===== config.mk =====
export PLATFORM = sky130hd
export DESIGN_NAME = can_tx_scheduler
export DESIGN_NICKNAME = d
export VERILOG_FILES = /design/src/rtl/can_tx_scheduler.sv
export SDC_FILE = /design/constraint.sdc
export NUM_CORES = 1
export LEC_CHECK = 0
export BUFFER_PORTS_ARGS = -buffer_cell sky130_fd_sc_hd__buf_2
export CORE_ASPECT_RATIO = 0.6
export CORE_UTILIZATION = 30
export CTS_CLUSTER_DIAMETER = 30
export DETAILED_ROUTE_END_ITERATION = 10
export PLACE_DENSITY = 0.51
export SYNTH_ARGS = -nofsm -noshare
export SYNTH_HDL_FRONTEND = slang
export SYNTH_SLANG_ARGS = --single-unit

===== constraint.sdc =====
create_clock -name clk -period 11.25 [get_ports clk]
set_clock_uncertainty 0.05 [all_clocks]
set_input_delay 0 -clock clk [delete_from_list [all_inputs] [get_ports clk]]
set_output_delay 0 -clock clk [all_outputs]
set_load 0.02 [all_outputs]

===== src/rtl/can_tx_scheduler.sv =====
// can_tx_scheduler: NUM_MB transmit mailboxes in front of can_tx_path. The pending
// mailbox with the lowest identifier is launched; completion, lost arbitration and
// errors are folded back into per-mailbox pending/ok/fail status.
// Optional feature: define CAN_TX_SCHED_RETRY_LIMIT_EN to fail a mailbox after
// MAX_RETRY error retransmissions (otherwise retransmission is unlimited).
module can_tx_scheduler #(
  parameter int NUM_MB    = 3,
  parameter int MAX_RETRY = 8
) (
  input  logic              clk,
  input  logic              rst,
  input  logic              enable,
  input  logic              mb_wr_en,
  input  logic [2:0]        mb_wr_idx,
  input  logic [10:0]       mb_wr_id,
  input  logic [3:0]        mb_wr_dlc,
  input  logic [63:0]       mb_wr_data,
  input  logic [NUM_MB-1:0] mb_abort,
  output logic              tx_start,
  output logic [10:0]       tx_id,
  output logic [3:0]        tx_dlc,
  output logic [63:0]       tx_data,
  input  logic              tx_done,
  input  logic              arbitration_lost,
  input  logic              tx_error,
  output logic [NUM_MB-1:0] mb_pending,
  output logic [NUM_MB-1:0] mb_ok,
  output logic [NUM_MB-1:0] mb_fail,
  output logic              wr_reject,
  output logic              active
);

  typedef enum logic [1:0] {S_IDLE, S_SELECT, S_LAUNCH, S_WAIT} state_t;

  state_t state_q, state_d;

  logic [NUM_MB-1:0] pending_q, pending_d;
  logic [10:0]       id_q   [NUM_MB];
  logic [10:0]       id_d   [NUM_MB];
  logic [3:0]        dlc_q  [NUM_MB];
  logic [3:0]        dlc_d  [NUM_MB];
  logic [63:0]       data_q [NUM_MB];
  logic [63:0]       data_d [NUM_MB];
  logic [2:0]        sel_q, sel_d;
  logic              abort_lat_q, abort_lat_d;
  logic [10:0]       tx_id_q, tx_id_d;
  logic [3:0]        tx_dlc_q, tx_dlc_d;
  logic [63:0]       tx_data_q, tx_data_d;
  logic [NUM_MB-1:0] ok_q, ok_d;
  logic [NUM_MB-1:0] fail_q, fail_d;
  logic              rej_q, rej_d;
`ifdef CAN_TX_SCHED_RETRY_LIMIT_EN
  logic [3:0]        retry_q [NUM_MB];
  logic [3:0]        retry_d [NUM_MB];
`else
  logic              unused_max_retry;
  assign unused_max_retry = (MAX_RETRY > 0);
`endif

  logic [NUM_MB-1:0] sel_oh, wr_oh;
  logic              cand_found;
  logic [2:0]        cand_idx;
  logic [10:0]       cand_id;
  logic [3:0]        cand_dlc;
  logic [63:0]       cand_data;
  logic              in_active, sel_abort, res_done, res_arb, res_err;

  // One-hot decode of the launched mailbox and the write target (out-of-range idx decodes to zero)
  always_comb begin
    sel_oh = '0;
    wr_oh  = '0;
    for (int unsigned i = 0; i < NUM_MB; i++) begin
      sel_oh[i] = (3'(i) == sel_q);
      wr_oh[i]  = (3'(i) == mb_wr_idx);
    end
  end

  // Lowest identifier among pending, non-aborting mailboxes; strict compare keeps the lower index on ties
  always_comb begin
    cand_found = 1'b0;
    cand_idx   = '0;
    cand_id    = '1;
    cand_dlc   = '0;
    cand_data  = '0;
    for (int unsigned i = 0; i < NUM_MB; i++) begin
      if (pending_q[i] && !mb_abort[i] && (!cand_found || id_q[i] < cand_id)) begin
        cand_found = 1'b1;
        cand_idx   = 3'(i);
        cand_id    = id_q[i];
        cand_dlc   = dlc_q[i];
        cand_data  = data_q[i];
      end
    end
  end

  assign in_active = (state_q == S_LAUNCH) || (state_q == S_WAIT);
  assign res_done  = (state_q == S_WAIT) && tx_done;
  assign res_arb   = (state_q == S_WAIT) && !tx_done && arbitration_lost;
  assign res_err   = (state_q == S_WAIT) && !tx_done && !arbitration_lost && tx_error;
  assign sel_abort = abort_lat_q || (|(mb_abort & sel_oh));

  // FSM next-state: idle -> select -> launch -> wait for resolution
  always_comb begin
    state_d = state_q;
    unique case (state_q)
      S_IDLE:   if (enable && (|pending_q)) state_d = S_SELECT;
      S_SELECT: state_d = cand_found ? S_LAUNCH : S_IDLE;
      S_LAUNCH: state_d = S_WAIT;
      S_WAIT:   if (tx_done || arbitration_lost || tx_error) state_d = S_IDLE;
      default:  state_d = S_IDLE;
    endcase
  end

  // Mailbox bookkeeping: aborts, frame selection, resolution and register writes
  always_comb begin
    pending_d   = pending_q;
    id_d        = id_q;
    dlc_d       = dlc_q;
    data_d      = data_q;
    sel_d       = sel_q;
    abort_lat_d = abort_lat_q;
    tx_id_d     = tx_id_q;
    tx_dlc_d    = tx_dlc_q;
    tx_data_d   = tx_data_q;
    ok_d        = '0;
    fail_d      = '0;
    rej_d       = 1'b0;
`ifdef CAN_TX_SCHED_RETRY_LIMIT_EN
    retry_d     = retry_q;
`endif

    // Abort of an idle pending mailbox takes effect at once; the in-flight one is only latched
    for (int unsigned i = 0; i < NUM_MB; i++) begin
      if (pending_q[i] && mb_abort[i] && !(in_active && sel_oh[i])) begin
        pending_d[i] = 1'b0;
        fail_d[i]    = 1'b1;
      end
    end
    if (in_active && (|(mb_abort & sel_oh))) abort_lat_d = 1'b1;

    if (state_q == S_SELECT) begin
      abort_lat_d = 1'b0;
      if (cand_found) begin
        sel_d     = cand_idx;
        tx_id_d   = cand_id;
        tx_dlc_d  = cand_dlc;
        tx_data_d = cand_data;
      end
    end

    if (res_done) begin
      pending_d = pending_d & ~sel_oh;
      ok_d      = sel_oh;
    end else if ((res_arb || res_err) && sel_abort) begin
      pending_d = pending_d & ~sel_oh;
      fail_d    = fail_d | sel_oh;
    end else if (res_err) begin
`ifdef CAN_TX_SCHED_RETRY_LIMIT_EN
      for (int unsigned i = 0; i < NUM_MB; i++) begin
        if (sel_oh[i]) begin
          if (retry_q[i] != 4'hF) retry_d[i] = retry_q[i] + 4'd1;
          if (int'(retry_q[i]) + 1 >= MAX_RETRY) begin
            pending_d[i] = 1'b0;
            fail_d[i]    = 1'b1;
          end
        end
      end
`endif
    end

    if (mb_wr_en) begin
      if (!(|wr_oh) || (|(wr_oh & pending_q))) begin
        rej_d = 1'b1;
      end else begin
        for (int unsigned i = 0; i < NUM_MB; i++) begin
          if (wr_oh[i]) begin
            pending_d[i] = 1'b1;
            id_d[i]      = mb_wr_id;
            dlc_d[i]     = mb_wr_dlc;
            data_d[i]    = mb_wr_data;
`ifdef CAN_TX_SCHED_RETRY_LIMIT_EN
            retry_d[i]   = '0;
`endif
          end
        end
      end
    end
  end

  // FSM state register
  always_ff @(posedge clk) begin
    if (rst) state_q <= S_IDLE;
    else     state_q <= state_d;
  end

  // Mailbox, launch and status registers
  always_ff @(posedge clk) begin
    if (rst) begin
      pending_q   <= '0;
      sel_q       <= '0;
      abort_lat_q <= 1'b0;
      tx_id_q     <= '0;
      tx_dlc_q    <= '0;
      tx_data_q   <= '0;
      ok_q        <= '0;
      fail_q      <= '0;
      rej_q       <= 1'b0;
      for (int unsigned i = 0; i < NUM_MB; i++) begin
        id_q[i]    <= '0;
        dlc_q[i]   <= '0;
        data_q[i]  <= '0;
`ifdef CAN_TX_SCHED_RETRY_LIMIT_EN
        retry_q[i] <= '0;
`endif
      end
    end else begin
      pending_q   <= pending_d;
      sel_q       <= sel_d;
      abort_lat_q <= abort_lat_d;
      tx_id_q     <= tx_id_d;
      tx_dlc_q    <= tx_dlc_d;
      tx_data_q   <= tx_data_d;
      ok_q        <= ok_d;
      fail_q      <= fail_d;
      rej_q       <= rej_d;
      id_q        <= id_d;
      dlc_q       <= dlc_d;
      data_q      <= data_d;
`ifdef CAN_TX_SCHED_RETRY_LIMIT_EN
      retry_q     <= retry_d;
`endif
    end
  end

  assign tx_start   = (state_q == S_LAUNCH);
  assign active     = in_active;
  assign tx_id      = tx_id_q;
  assign tx_dlc     = tx_dlc_q;
  assign tx_data    = tx_data_q;
  assign mb_pending = pending_q;
  assign mb_ok      = ok_q;
  assign mb_fail    = fail_q;
  assign wr_reject  = rej_q;

endmodule


==> impl_metrics.json <==
{
  "track_usage": 0.205,
  "cts_tree": "yes",
  "dieArea_um2": 44400,
  "cts_resized": 0,
  "dp_hpwl_um": 25200,
  "core-area_um2": 42400,
  "grt_max_degree": 105,
  "multi_input_area_um2": 5970,
  "endpoint_kind": "flop",
  "syn_nets": 1707,
  "cp-startpoint": "mb_pending[0]$_SDFF_PP0_",
  "holdCritPathClass": "input port to flop",
  "clk_path_buf_depth": 3,
  "clkTransAtPathRegs_ps": 50,
  "antenna_found_initial": 5,
  "yosys_warnings": 0,
  "cp-start-kind": "flop",
  "area_growth_syn_to_layout_pct": 35.0,
  "firstDrtPassIters": 6,
  "ant_nets": 0,
  "clk_latency_ps": 560,
  "p_leak_nw": 6.81,
  "cp.required_ps": 11630,
  "via_per_inst": 5.09,
  "grt.overflow.total": 0,
  "synth.cell_area_um2": 13100,
  "hold_violations": 0,
  "fin_crit_sh": 0.597,
  "die_h_um": 164,
  "vias": 12461,
  "total_power_mw": 3.37,
  "synth-edff-count": 0,
  "totalWireLength_um": 46200,
  "synth.distinct_cells": 45,
  "ir_drop_mv": 0.109,
  "rsz0062_at_grt": "false",
  "row_count": 58,
  "min_period_ps": 6710,
  "clock.fmax_ghz": 0.149,
  "slew_headroom": 0.259,
  "post-place-cells": 2230,
  "critPathMaxFanout": 65,
  "tightest_slew_ps": 1110,
  "cts_buffers": 67,
  "status": "completed",
  "p_per_area_nw_per_um2": 191,
  "numPortBuffers": 182,
  "synth_cells": 1596,
  "syn_avg_cell_area_um2": 8.19,
  "hold_start": "mb_wr_id[8]",
  "gp_congestion": 0.850,
  "setup_viol": 0,
  "drv_cap": 0,
  "stdcell_count": 2446,
  "num-nets-final": 1935,
  "drive_gt1_frac": 0.173,
  "htree_levels": 3,
  "drt_iter0_markers": 980,
  "synth_seq_cells": 331,
  "cts-root-buf": "clkbuf_16",
  "drc": 0,
  "drv_slew": 0,
  "setup-tns-final_ps": 0,
  "clkSinkCount": 331,
  "wl_per_cell_um": 18.9,
  "seq_area_um2": 6630,
  "initial_core_util": 0.308,
  "async_flop_share": 0,
  "die_w_um": 271,
  "ios": 183,
  "worstSetupPathType": "flop to flop",
  "nFillCells": 4260,
  "timing.rr.start": "mb_pending[0]$_SDFF_PP0_",
  "grt_pass1_wl_um": 70800,
  "dominantRegCellSynth": "dfxtp_1",
  "crit_arrival_ps": 7100,
  "ys_seq_area_frac": 0.507,
  "grt_pass1_vias": 11804
}
==> layout make-up <==
type,count,share of cell area
flip-flops and latches,331,0.376
multi-input cells,1128,0.338
repair buffers,295,0.114
clock buffers,87,0.109
well taps,570,0.0404
clock inverters,32,0.0224
diodes,2,0.000284
inverters,1,0.000213
==> report_power, final <==
part / internal (mW) / leakage (nW) / switching, mW
Sequential: 1.19 / 2.67 / 0.0106
Combinational: 0.0542 / 3.00 / 0.0892
Clock: 1.38 / 1.13 / 0.646
Total: 2.63 / 6.81 / 0.745
==> cell usage after synthesis, types with 11 or more instances <==
library cell | count | area share
ha_1 | 19 | 0.018
dfxtp_1 | 331 | 0.51
a21oi_1 | 260 | 0.10
a21o_1 | 15 | 0.0086
buf_2 | 17 | 0.0065
nor2_1 | 49 | 0.014
a22oi_1 | 68 | 0.039
nand2_1 | 487 | 0.14
nor3_1 | 74 | 0.028
clkbuf_1 | 110 | 0.032
a211oi_1 | 11 | 0.0063
a221o_1 | 68 | 0.052
==> worst max-delay path: stages, from the launching register on <==
cell and delay [ps]:
dfxtp_1 490, nand2b_1 360, nor2_1 310, ha_1 190, and4_1 200, and3_1 190
o2111ai_1 180, nand3_1 230, a21o_1 760, nor2_1 140, a21o_1 210, ha_1 200
or4_1 500, a21oi_1 170, nor3_1 100, or3_1 420, o2bb2ai_4 160, buf_4 370
buf_4 820, nor3_1 160, a221o_1 300
==> what timing repair did <==
item                      CTS  global route
hold endpoints to repair  251             0
hold buffers               95             0
buffers inserted            0             0
==> placed cells by master (no fill, tap or decap), types with 9 or more instances in the layout <==
cell type	synthesis	layout
a211oi_1	11	10
clkbuf_16	0	71
clkinv_2	0	13
buf_2	17	181
dfxtp_1	331	331
clkbuf_8	0	9
buf_4	1	18
a21o_1	15	15
nor3_1	74	74
dlygate4sd3_1	0	95
a21oi_1	260	259
a211o_1	10	10
a22oi_1	68	68
ha_1	19	19
nand2_1	487	485
a221o_1	68	68
nor2_1	49	48
==> registers in the layout, summed over array words and instances, names as in the netlist, named ones only <==
| signal | cells |
|---|---|
| abort_lat_q | 1 |
| data_q | 192 |
| dlc_q | 12 |
| id_q | 33 |
| mb_fail | 3 |
| mb_ok | 3 |
| mb_pending | 3 |
| sel_q | 2 |
| state_q | 1 |
| tx_data | 64 |
| tx_dlc | 4 |
| tx_id | 11 |
| wr_reject | 1 |
==> kinds of logic (layout without fill, tap and decap cells) <==
kind of cell / count (synthesis) / after routing / share of synthesized area
multiplexers: 2 / 2 / 0.00153
flip-flops: 331 / 331 / 0.507
buffers and inverters: 137 / 415 / 0.0424
XOR/XNOR: 1 / 1 / 0.000671
AND/OR/NAND/NOR: 649 / 649 / 0.203
other: 0 / 2 / 0
AO/OA/AOI/OAI: 456 / 456 / 0.226
adder cells (fa/ha/maj): 20 / 20 / 0.0190
==> metrics by stage <==
step	instance area [µm²]	setup slack [ps]	util	hold WS, ps
detailed placement	14400	4650	0.339	218
CTS	17600	4640	0.416	171
global route	17600	4060	0.416	191
finish	17600	4540	0.416	196
global placement	14400	4950	0.339	215
floorplan	13100	6350	-	86.0
==> worst paths after layout <==
path | to | slack, ps | cells past startpoint
worst max-delay path | tx_data[57]$_SDFFE_PP0P_ | 4540 | 20
worst min-delay path | id_q[30]$_SDFFE_PP0P_ | 200 | 4
worst max register to register | tx_data[57]$_SDFFE_PP0P_ | 4540 | 20
worst min register to register | dlc_q[2]$_SDFFE_PP0P_ | 400 | 2
==> metal layers <==
| layer | vias to the layer above | GRT usage | wire, µm |
|---|---|---|---|
| met5 | - | 0 | 41 |
| met4 | 6 | 0.0644 | 841 |
| met3 | 79 | 0.0429 | 2840 |
| met2 | 381 | 0.316 | 20500 |
| met1 | 5961 | 0.283 | 21900 |
| li1 | 6034 | - | - |
No activity file was read; power rests on OpenSTA's default activity.
